--- src/rtl/uart_pkg.sv ---
// Shared types and limits for the UART TX arbiter slice.
package uart_pkg;

    localparam int REQ_MIN    = 2;
    localparam int REQ_MAX    = 8;
    localparam int LOCK_CNT_W = 16;

    typedef enum logic [1:0] {
        ST_IDLE    = 2'd0,
        ST_ACTIVE  = 2'd1,
        ST_RELEASE = 2'd2
    } arb_state_e;

    function automatic bit requesters_ok(input int n);
        return (n >= REQ_MIN) && (n <= REQ_MAX);
    endfunction

endpackage

--- src/rtl/uart_tx_arbiter_rr_arbiter.sv ---
// Round-robin priority search: first requester above the last winner,
// wrapping to the lowest index when nothing above it is requesting.
module rr_arbiter #(
    parameter int N     = 4,
    parameter int IDX_W = (N > 1) ? $clog2(N) : 1
) (
    input  logic [N-1:0]     req_i,
    input  logic [IDX_W-1:0] ptr_i,
    output logic [N-1:0]     grant_o,
    output logic             valid_o
);

    // Upper pass covers indices above the pointer, lower pass handles the wrap.
    always_comb begin
        grant_o = '0;
        valid_o = 1'b0;
        for (int k = 0; k < N; k++) begin
            grant_o[k] = req_i[k] && (IDX_W'(k) > ptr_i) && !valid_o;
            valid_o    = valid_o | grant_o[k];
        end
        for (int k = 0; k < N; k++) begin
            grant_o[k] = grant_o[k] | (req_i[k] && !valid_o);
            valid_o    = valid_o | grant_o[k];
        end
    end

endmodule

--- src/rtl/uart_tx_arbiter.sv ---
// Shares one UART TX register port among REQUESTERS bus masters with
// round-robin arbitration, packet locking and a lock idle timeout.
module uart_tx_arbiter
    import uart_pkg::*;
#(
    parameter int REQUESTERS   = 4,
    parameter int LOCK_TIMEOUT = 1024
) (
    input  logic                       i_clock,
    input  logic                       i_reset,
    input  logic [REQUESTERS-1:0]      i_request,
    input  logic [2*REQUESTERS-1:0]    i_address,
    input  logic [32*REQUESTERS-1:0]   i_wdata,
    input  logic [REQUESTERS-1:0]      i_lock,
    output logic [REQUESTERS-1:0]      o_ready,
    output logic                       o_request,
    output logic [1:0]                 o_address,
    output logic [31:0]                o_wdata,
    input  logic                       i_ready,
    output logic [REQUESTERS-1:0]      o_grant,
    output logic                       o_busy
);

    localparam int IDX_W = $clog2(REQUESTERS);

    if (!requesters_ok(REQUESTERS)) begin : g_bad_requesters
        $error("uart_tx_arbiter: REQUESTERS outside supported range");
    end

    arb_state_e              state_q;
    logic [REQUESTERS-1:0]   grant_q;
    logic [IDX_W-1:0]        last_q;
    logic [REQUESTERS-1:0]   lock_q;
    logic [REQUESTERS-1:0]   lock_d;
    logic [LOCK_CNT_W-1:0]   lock_cnt_q;
    logic [LOCK_CNT_W-1:0]   lock_cnt_d;

    logic [REQUESTERS-1:0]   eligible_s;
    logic [REQUESTERS-1:0]   arb_grant_s;
    logic                    arb_valid_s;
    logic                    owner_req_s;
    logic                    owner_lock_s;
    logic [IDX_W-1:0]        owner_idx_s;
    logic [1:0]              owner_addr_s;
    logic [31:0]             owner_wdata_s;
    logic                    lock_held_s;
    logic                    lock_pin_s;
    logic                    lock_req_s;
    logic                    active_s;
    logic                    xfer_end_s;

    assign lock_held_s = |lock_q;
    assign lock_pin_s  = |(i_lock & lock_q);
    assign lock_req_s  = |(i_request & lock_q);
    assign eligible_s  = lock_held_s ? (i_request & lock_q) : i_request;

    rr_arbiter #(
        .N     (REQUESTERS),
        .IDX_W (IDX_W)
    ) u_rr_arbiter (
        .req_i   (eligible_s),
        .ptr_i   (last_q),
        .grant_o (arb_grant_s),
        .valid_o (arb_valid_s)
    );

    // AND-OR mux of the owner's slices, selected by the registered one-hot grant.
    always_comb begin
        owner_req_s   = 1'b0;
        owner_lock_s  = 1'b0;
        owner_idx_s   = '0;
        owner_addr_s  = 2'b00;
        owner_wdata_s = 32'h0000_0000;
        for (int k = 0; k < REQUESTERS; k++) begin
            owner_req_s   = owner_req_s  | (grant_q[k] & i_request[k]);
            owner_lock_s  = owner_lock_s | (grant_q[k] & i_lock[k]);
            owner_idx_s   = owner_idx_s  | (grant_q[k] ? IDX_W'(k) : '0);
            owner_addr_s  = owner_addr_s | ({2{grant_q[k]}} & i_address[2*k +: 2]);
            owner_wdata_s = owner_wdata_s | ({32{grant_q[k]}} & i_wdata[32*k +: 32]);
        end
    end

    // A transfer ends on completion or when the owner withdraws its request.
    assign active_s   = (state_q == ST_ACTIVE) && !i_reset;
    assign xfer_end_s = (state_q == ST_ACTIVE) && (i_ready || !owner_req_s);

    assign o_request = active_s & owner_req_s;
    assign o_address = active_s ? owner_addr_s : 2'b00;
    assign o_wdata   = active_s ? owner_wdata_s : 32'h0000_0000;
    assign o_ready   = active_s ? (grant_q & {REQUESTERS{i_ready}}) : '0;
    assign o_grant   = i_reset ? '0 : grant_q;
    assign o_busy    = !i_reset && (state_q != ST_IDLE);

    // Lock ownership and the idle-with-lock timeout counter.
    always_comb begin
        lock_d     = lock_q;
        lock_cnt_d = lock_cnt_q;
        if (xfer_end_s && owner_lock_s) begin
            lock_d     = grant_q;
            lock_cnt_d = '0;
        end else if (lock_held_s && !lock_pin_s) begin
            lock_d     = '0;
            lock_cnt_d = '0;
        end else if ((state_q == ST_IDLE) && arb_valid_s) begin
            lock_cnt_d = '0;
        end else if ((state_q == ST_IDLE) && lock_held_s && !lock_req_s) begin
            if (lock_cnt_q == LOCK_CNT_W'(LOCK_TIMEOUT - 1)) begin
                lock_d     = '0;
                lock_cnt_d = '0;
            end else begin
                lock_cnt_d = lock_cnt_q + 16'd1;
            end
        end else begin
            lock_cnt_d = lock_cnt_q;
        end
    end

    // Arbitration FSM, grant register and last-winner pointer.
    always_ff @(posedge i_clock) begin
        if (i_reset) begin
            state_q    <= ST_IDLE;
            grant_q    <= '0;
            last_q     <= IDX_W'(REQUESTERS - 1);
            lock_q     <= '0;
            lock_cnt_q <= '0;
        end else begin
            lock_q     <= lock_d;
            lock_cnt_q <= lock_cnt_d;
            case (state_q)
                ST_IDLE: begin
                    if (arb_valid_s) begin
                        state_q <= ST_ACTIVE;
                        grant_q <= arb_grant_s;
                    end else begin
                        state_q <= ST_IDLE;
                        grant_q <= '0;
                    end
                end
                ST_ACTIVE: begin
                    if (xfer_end_s) begin
                        state_q <= ST_RELEASE;
                        last_q  <= owner_idx_s;
                    end else begin
                        state_q <= ST_ACTIVE;
                    end
                end
                ST_RELEASE: begin
                    state_q <= ST_IDLE;
                    grant_q <= '0;
                end
                default: begin
                    state_q <= ST_IDLE;
                    grant_q <= '0;
                end
            endcase
        end
    end

endmodule

--- config.mk ---
export PLATFORM = sky130hd
export DESIGN_NAME = uart_tx_arbiter
export DESIGN_NICKNAME = d
export VERILOG_FILES = /design/src/rtl/uart_pkg.sv /design/src/rtl/uart_tx_arbiter_rr_arbiter.sv /design/src/rtl/uart_tx_arbiter.sv
export SDC_FILE = /design/constraint.sdc
export NUM_CORES = 1
export LEC_CHECK = 0
export ABC_CLOCK_PERIOD_IN_PS = 2500
export CAP_MARGIN = 25
export CORE_AREA = 2 2 74 76
export CTS_BUF_LIST = sky130_fd_sc_hd__clkbuf_16
export CTS_CLUSTER_DIAMETER = 40
export DETAILED_ROUTE_END_ITERATION = 7
export DIE_AREA = 0 0 76 78
export DONT_BUFFER_PORTS = 1
export SETUP_SLACK_MARGIN = 0.15
export SYNTH_ARGS = -nofsm -noshare
export SYNTH_HDL_FRONTEND = slang
export SYNTH_HIERARCHICAL = 1
export SYNTH_SLANG_ARGS = --single-unit
--- constraint.sdc ---
create_clock -name i_clock -period 2.5 [get_ports i_clock]
set_input_delay 0.25 -clock i_clock [delete_from_list [all_inputs] [get_ports i_clock]]
set_output_delay 0.25 -clock i_clock [all_outputs]
set_load 0.01 [all_outputs]
==> impl_metrics.csv <==
group,metric,value,unit
final_layout,fin_nets,463,
timing,setup_violations,0,
detailed_routing,drcViolationCount,0,
synth,synth_area,2290,um^2
critical_path,crit_fanout,8,
clock_network,cts_root_buf,"clkbuf_16",
final_layout,stdcell_count,384,
critical_path,critPathRequiredTime,2700,ps
synth,netlist.area_leader.share,25.6,%
synth,syn_inst,314,
global_route,grt_max_degree,40,
final_layout,layout_commonest_cell,"a22oi_1",
critical_path,start_kind,"flip-flop",
global_route,grt_pass1_wl,13200,um
die,core,5040,um^2
synth,netlist.top_cell.by_area,"a22oi_1",
detailed_routing,wl_per_cell,23.4,um
place,io_buffers,0,
synth,ys_seq_area_share,24.5,%
timing,rsz0062_at_grt,"false",
power_and_ir_drop,total_power,1270,uW
clock_network,clk_pin_slew,70,ps
critical_path,endpoint_kind,"flip-flop",
timing,finalSetupTns,0,ps
outcome,status,"complete, no violations",
timing,worstMarginPinSlew,496,ps
critical_path,startpoint,"lock_cnt_q[3]",
die,initial_utilization,45.4,%
die,ioPinCount,191,
clock_network,cts_setup_buffers,0,
detailed_routing,vias_per_cell,6.94,
die,dieArea,5930,um^2
critical_path,cp_data_arrival_time,2340,ps
timing,slew-limit-headroom,66.7,%
final_layout,final_cell_mix,"a22oi_1 (78), a21oi_1 (47), dfxtp_1 (28)",
global_route,gr-usage-all-layers,28.6,%
power_and_ir_drop,ir_drop,0.312,mV
place,dp.cells,380,
timing,min_period_over_period,85.6,%
job,maxCapViolations,0,
clock_network,cts-buffers-inserted,3,
critical_path,max_stage_delay,540,ps
clock_network,cts_tree,"yes",
die,die_y,78,um
clock_network,cts_sinks,28,
timing,skew,3.80,ps
global_route,grt_pass1_vias,2320,
place,globalplace.congestion,0.882,
detailed_routing,first_pass_iters,5,
final_layout,areaGrowthSynthToFinish,11.4,%
critical_path,path_class,"reg -> reg",
final_layout,n_fill_cell,537,
die,die_w,76,um
place,dp_hpwl,7100,um
timing,fin_crit,2140,ps
critical_path,rr_startpoint,"lock_cnt_q[3]",
timing,report.final.hold_viol_count,0,
clock_network,cts.htree.levels,1,
timing,fmax,467,MHz
synth,syn_area_per_cell,7.29,um^2
clock_network,ctsLongestPathBuffers,2,
clock_network,cts_hold_buf,0,
clock_network,clock_latency,260,ps
detailed_routing,vias,2664,
synth,synth_nets,462,
place,post-place-ws,327,ps
final_layout,final_core_util,50.5,%
die,num_rows,26,
critical_path,path_cells,"nand4_1 -> or2_0 -> or3_1 -> or4_1 -> a21oi_1",
timing,slew_viol_final,0,
power_and_ir_drop,power_density,498,nW/um^2
final_layout,drive_above_1_share,10.5,%
detailed_routing,drt-total-wl,8980,um
worst_hold_path,hp-class,"in -> reg",
synth,synth_edf_count,0,
synth,synth_cell_types,42,
final_layout,diodes,0,
critical_path,crit_slowest_cell,"or4_1",
global_route,grt-ovfl-total,0,
synth,synth-main-ff-cell,"dfxtp_1",
detailed_routing,drt.antenna.violating_nets,0,
clock_network,cts_resized,0,
synth,ys_warn_count,6,
power_and_ir_drop,p_leak,0.000704,uW
synth,ys_ff_latch,28,
timing,setup_slack,359,ps
worst_hold_path,hold_start,"i_reset",
synth,synth_area_leaders,"a22oi_1 (26%), dfxtp_1 (24%), a21oi_1 (10%)",
synth,async_reset_ff_share,0,%
detailed_routing,drtIter0Drc,211,
global_route,antenna_found_initial,2,
[per-layer routing]
metal | global-route usage, % | routed length, um
met1 | 39.0 | 3850
met2 | 44.1 | 4080
met3 | 9.88 | 937
met4 | 5.27 | 81
met5 | 0 | 33
[sequential cells by signal (all words and copies together), names as in the netlist]
register	flops
last_q	2
state_q	2
lock_cnt_q	16
lock_q	4
grant_q	4
[cell type report]
class                   instances  area [um^2]  share of cell area (%)
inverters                       4         15.0                   0.589
clock buffers                   3         75.1                    2.95
repair buffers                 21          158                    6.19
well taps                      70         87.6                    3.44
clock inverters                 1         30.0                    1.18
flip-flops and latches         28          561                    22.0
multi-input cells             257         1620                    63.7
[worst max-delay path, delay by kind of cell (launching register included)]
kind	cells	cell delay, ps
AO/OA/AOI/OAI	1	140
flip-flops	1	410
AND/OR/NAND/NOR	4	1530
[path summary, 6_finish.rpt]
kind | to | slack [ps] | cells past startpoint
worst min register to register | lock_cnt_q[15] | 490 | 2
worst max-delay path | lock_cnt_q[15] | 360 | 5
worst min-delay path | grant_q[3] | 50 | 1
worst max register to register | lock_cnt_q[15] | 360 | 5
[through the flow]
step / hold WS [ps] / instance area (um^2)
6_report: 49.2 / 2550
4_1_cts: 49.0 / 2540
3_5_place_dp: 327 / 2440
3_3_place_gp: 324 / 2440
5_1_grt: 40.2 / 2550
2_1_floorplan: 410 / 2290
[synth_stat cells, types with 2 or more instances]
cell and instances:
a21oi_1 47, a22oi_1 78, and2_1 2, and3_1 5, buf_1 3, clkbuf_1 19
clkbuf_2 2, dfxtp_1 28, inv_1 3, nand2_1 11, nand2b_1 3, nand3_1 9
nand4_1 5, nor2_1 26, nor2b_1 6, nor3_1 6, nor4_1 6, o21a_1 5
o21ai_0 10, o21bai_1 2, o221a_2 2, o31ai_1 3, or3_1 2, or4_1 4
xnor2_1 10
[power by group]
group	internal, uW	switching, uW	total (uW)
clock network	319	155	474
logic	118	199	317
registers	459	18.3	478
[cells by family after synthesis]
logic type,synth area share [%]
AOI/OAI and AO/OA,45.4
and+or+nand+nor,20.8
buffers and inverters,4.92
DFF,24.5
xor gates and xnor gates,3.83
adders and majority gates,0.547
Note: power is estimated with default switching activity, not from simulation.
